--- src/rtl/immgen_pipe.sv ---
// Registered RISC-V immediate generator with a valid/ready interface.
// Output register plus one skid entry sustains full throughput under backpressure.
module immgen_pipe #(
  parameter int unsigned XLEN      = 32,
  parameter int unsigned TAG_WIDTH = 32,
  parameter bit          EN_ZIMM   = 1'b1
) (
  input  logic                 clk_i,
  input  logic                 rst_ni,
  input  logic                 flush_i,
  input  logic                 valid_i,
  output logic                 ready_o,
  input  logic [31:0]          instr_i,
  input  logic [TAG_WIDTH-1:0] tag_i,
  output logic                 valid_o,
  input  logic                 ready_i,
  output logic [XLEN-1:0]      imm_o,
  output logic [2:0]           fmt_o,
  output logic                 illegal_o,
  output logic [TAG_WIDTH-1:0] tag_o
);

  typedef enum logic [2:0] {
    FmtI = 3'b000,
    FmtS = 3'b001,
    FmtB = 3'b010,
    FmtJ = 3'b011,
    FmtU = 3'b100,
    FmtR = 3'b101,
    FmtZ = 3'b110,
    FmtX = 3'b111
  } fmt_e;

  typedef struct packed {
    logic [XLEN-1:0]      imm;
    logic [2:0]           fmt;
    logic                 ill;
    logic [TAG_WIDTH-1:0] tag;
  } entry_t;

  fmt_e               dec_fmt;
  logic signed [31:0] imm32;
  entry_t             dec_entry;

  always_comb begin
    dec_fmt = FmtX;
    if (instr_i[1:0] == 2'b11) begin
      case (instr_i[6:2])
        5'b00000, 5'b00100, 5'b11001, 5'b00011: dec_fmt = FmtI;
        5'b00110: dec_fmt = (XLEN == 64) ? FmtI : FmtX;
        5'b01000: dec_fmt = FmtS;
        5'b11000: dec_fmt = FmtB;
        5'b11011: dec_fmt = FmtJ;
        5'b01101, 5'b00101: dec_fmt = FmtU;
        5'b01100: dec_fmt = FmtR;
        5'b01110: dec_fmt = (XLEN == 64) ? FmtR : FmtX;
        5'b11100: dec_fmt = (EN_ZIMM && instr_i[14]) ? FmtZ : FmtI;
        default:  dec_fmt = FmtX;
      endcase
    end
  end

  // Build the 32-bit immediate as signed so the XLEN cast sign-extends it.
  always_comb begin
    imm32 = '0;
    unique case (dec_fmt)
      FmtI: imm32 = {{21{instr_i[31]}}, instr_i[30:20]};
      FmtS: imm32 = {{21{instr_i[31]}}, instr_i[30:25], instr_i[11:7]};
      FmtB: imm32 = {{20{instr_i[31]}}, instr_i[7], instr_i[30:25], instr_i[11:8], 1'b0};
      FmtJ: imm32 = {{12{instr_i[31]}}, instr_i[19:12], instr_i[20], instr_i[30:21], 1'b0};
      FmtU: imm32 = {instr_i[31:12], 12'b0};
      FmtZ: imm32 = {27'b0, instr_i[19:15]};
      default: imm32 = '0;
    endcase
  end

  always_comb begin
    dec_entry.imm = XLEN'(imm32);
    dec_entry.fmt = dec_fmt;
    dec_entry.ill = (dec_fmt == FmtX);
    dec_entry.tag = tag_i;
  end

  entry_t or_q, or_d, sk_q, sk_d;
  logic   or_valid_q, or_valid_d, sk_valid_q, sk_valid_d;
  logic   ready_q;
  logic   accept;

  assign accept = valid_i & ready_q;

  always_comb begin
    or_d       = or_q;
    sk_d       = sk_q;
    or_valid_d = or_valid_q;
    sk_valid_d = sk_valid_q;
    if (flush_i) begin
      or_valid_d = 1'b0;
      sk_valid_d = 1'b0;
    end else if (!or_valid_q || ready_i) begin
      // Output register is free this cycle; the skid entry always goes first.
      if (sk_valid_q) begin
        or_d       = sk_q;
        or_valid_d = 1'b1;
        sk_valid_d = 1'b0;
      end else begin
        or_valid_d = accept;
        if (accept) or_d = dec_entry;
      end
    end else if (accept) begin
      sk_d       = dec_entry;
      sk_valid_d = 1'b1;
    end
  end

  always_ff @(posedge clk_i or negedge rst_ni) begin
    if (!rst_ni) begin
      or_q       <= '0;
      sk_q       <= '0;
      or_valid_q <= 1'b0;
      sk_valid_q <= 1'b0;
      ready_q    <= 1'b1;
    end else begin
      or_q       <= or_d;
      sk_q       <= sk_d;
      or_valid_q <= or_valid_d;
      sk_valid_q <= sk_valid_d;
      ready_q    <= ~sk_valid_d;
    end
  end

  assign ready_o   = ready_q;
  assign valid_o   = or_valid_q;
  assign imm_o     = or_q.imm;
  assign fmt_o     = or_q.fmt;
  assign illegal_o = or_q.ill;
  assign tag_o     = or_q.tag;

endmodule

--- config.mk ---
export PLATFORM = sky130hd
export DESIGN_NAME = immgen_pipe
export DESIGN_NICKNAME = d
export VERILOG_FILES = /design/src/rtl/immgen_pipe.sv
export SDC_FILE = /design/constraint.sdc
export NUM_CORES = 1
export LEC_CHECK = 0
export CAP_MARGIN = 20
export CORE_ASPECT_RATIO = 1.2
export CORE_UTILIZATION = 44
export CTS_CLUSTER_SIZE = 20
export DETAILED_ROUTE_END_ITERATION = 6
export GPL_ROUTABILITY_DRIVEN = 0
export HOLD_SLACK_MARGIN = 0.05
export PLACE_DENSITY = 0.83
export SKIP_LAST_GASP = 1
export SLEW_MARGIN = 20
export SYNTH_ARGS = -nofsm -noshare
export SYNTH_HDL_FRONTEND = slang
export SYNTH_SLANG_ARGS = --single-unit
--- constraint.sdc ---
create_clock -name clk_i -period 2.62 [get_ports clk_i]
set_input_delay 0.524 -clock clk_i [delete_from_list [all_inputs] [get_ports clk_i]]
set_output_delay 0.524 -clock clk_i [all_outputs]
set_load 0.05 [all_outputs]
==> impl_metrics.ini <==
[clocking]
clock-sinks = 139
cts_inserted_buffers = 17
cts_resized = 0
cts_tree = built
htree_num_levels = 4
cts_max_path_buffers = 2
insertion_delay_ps = 410
clkTransAtPathRegs_ps = 60
cts_root_buf = clkbuf_16
postCtsSetupRepairBufs = 0
cts_hold_buffers = 0

[synthesis]
synthesis.nets = 771
seq_area_frac_synth = 0.543
netlist_area_um2 = 6410
ys_async_sr_fraction = 1.00
synth_seq_cells = 139
yosysMostFrequentCell = nand2_1
synth_edf_count = 0
synthDistinctLibCells = 43
avgSynthCellArea_um2 = 9.14
synth_cells = 702
yosysTopAreaCell = dfrtp_1
synthTopCellsByArea = dfrtp_1 (54%), nand2_1 (12%), mux2i_1 (5.3%), o21ai_0 (4.6%), a21oi_1 (2.7%)
yosysWarnings = 0
synth_commonest_cells = nand2_1 (206), dfrtp_1 (138), o21ai_0 (59)
synth_flop_cell = dfrtp_1
netlist.area_leader.share = 0.538

[worst_setup_path]
end_kind = flop
cp-start-kind = input pin
required_ps = 2870
crit_slowest_cell = clkdlybuf4s50_1
crit_arrival_ps = 2610
setup.worst_path.class = in -> reg
crit_fanout = 11
rrSetupSlack_ps = 620
worstPathCellList = clkdlybuf4s50_1 > and4bb_2 > a311oi_1 > o211a_1 > nor2_1 > a211oi_1
max_stage_delay_ps = 650

[global_route]
grt_pass1_wl_um = 26600
antenna_found_initial = 0
overflow = 0
grt_max_degree = 67
grt_pass1_vias = 5455
grt_usage = 0.223

[timing]
tns_ps = 0
max_clock_freq_mhz = 424
slew_headroom = 0.460
rsz0062_at_grt = no
slew_violations = 0
tightestPinTransition_ps = 807
skew_ps = 10.1
finalSetupViolCount = 0
period_needed_ps = 2360
hold_violations = 0
finalCritPeriodShare = 0.900

[drt]
drt_iter0_markers = 452
wl_per_cell_um = 15.8
num_vias = 5644
finalWirelength_um = 16200
drc = 8
ant_nets = 0
viasPerCell = 5.50
drtPass1Iterations = 7

[finish]
final_layout_size_suffix_gt1_frac = 0.0959
design_area_um2 = 8810
utilization = 0.630
syn2layout_area_growth_pct = 37.4
nNetsFinal = 912
diodes = 0

[power_and_ir_drop]
p_leak_nw = 3.87
ir_drop_uv = 382
fin_total_pwr_w = 0.00695
p_per_area_nw_per_um2 = 789

[floorplanning]
initial_utilization = 0.458
die_h_um = 134
ios = 139
die_x_um = 112
num_rows = 47
coreArea_um2 = 14000
die_area_um2 = 15100

[min_path]
hold_class = in -> async

[placement]
place_area_um2 = 8160
dp_hpwl_um = 11200
io_buffer_count = 138

[run]
maxCapViolations = 0

[run_status]
violations = DRC
status = finished, violations left
-- path summary, 6_finish.rpt --
check / startpoint / end / cells after the start
setup / recovery: instr_i[2] / imm_o[23] / 6
hold / removal: rst_ni / tag_o[10] / 1
setup reg to reg: ready_o / imm_o[23] / 5
hold reg to reg: fmt_o[0] / fmt_o[0] / 2
max in group asynchronous: rst_ni / tag_o[18] / 2
min in group clk_i: fmt_o[0] / fmt_o[0] / 2
-- worst max-delay path, delay by kind of cell --
| kind | cells | cell delay (ps) |
|---|---|---|
| and+or+nand+nor | 2 | 950 |
| buffers and inverters | 1 | 650 |
| AOI/OAI and AO/OA | 3 | 490 |
-- where the power goes --
group / leakage [nW] / switching [W] / total (W) / internal (W)
combinational: 1.80 / 0.00103 / 0.00162 / 0.000592
clock: 0.319 / 0.000922 / 0.00265 / 0.00173
sequential: 1.76 / 0.000190 / 0.00268 / 0.00249
total: 3.87 / 0.00214 / 0.00695 / 0.00481
-- cell families (layout without fill, tap and decap cells) --
| group | Yosys count | after routing | synth area share |
|---|---|---|---|
| mux | 37 | 37 | 0.0583 |
| buf+inv | 61 | 214 | 0.0402 |
| simple gates | 295 | 295 | 0.197 |
| flops | 139 | 139 | 0.543 |
| compound gates | 170 | 170 | 0.162 |
-- state kept, by name (all words and copies together) (netlist names) --
register and count:
fmt_o 3, sk_q 68, tag_o 32, illegal_o 1, imm_o 32, ready_o 1
sk_valid_q 1, valid_o 1
-- placed cells by master, fill, tap and decap left out, types with 7 or more instances in the layout --
master | netlist | layout
nand2_1 | 206 | 206
dfrtp_1 | 138 | 137
clkdlybuf4s50_1 | 0 | 137
o21ai_0 | 59 | 59
mux2i_1 | 34 | 34
a21oi_1 | 34 | 34
buf_4 | 3 | 30
nor2_1 | 29 | 29
a31oi_1 | 19 | 19
clkbuf_16 | 0 | 17
o31ai_1 | 15 | 15
nand3_1 | 14 | 13
nor3_1 | 15 | 13
a211oi_1 | 11 | 11
inv_1 | 8 | 8
o2111ai_1 | 8 | 8
and3_1 | 7 | 7
-- final cells by class --
class,instances,area (um2)
Tap cell,171,214
Inverter,9,33.8
Multi-Input combinational cell,502,2700
Clock buffer,19,443
Fill cell,1120,5180
Timing Repair Buffer,174,1730
Clock inverter,12,211
Sequential cell,139,3480
-- metrics by stage --
step	cells	hold slack [ps]	setup WS, ps
2_1_floorplan	702	228	625
3_3_place_gp	995	448	-15.3
3_5_place_dp	995	459	-139
4_1_cts	1026	103	294
5_1_grt	1026	122	117
6_report	1026	92.5	262
-- per-layer routing --
layer | GRT usage | part of all wire | vias up
li1 | - | - | 2720
met1 | 0.283 | 0.44 | 2686
met2 | 0.375 | 0.49 | 208
met3 | 0.0393 | 0.050 | 30
met4 | 0.0978 | 0.028 | 0
met5 | 0 | 0 | -
Note: power is estimated with default switching activity, not from simulation.
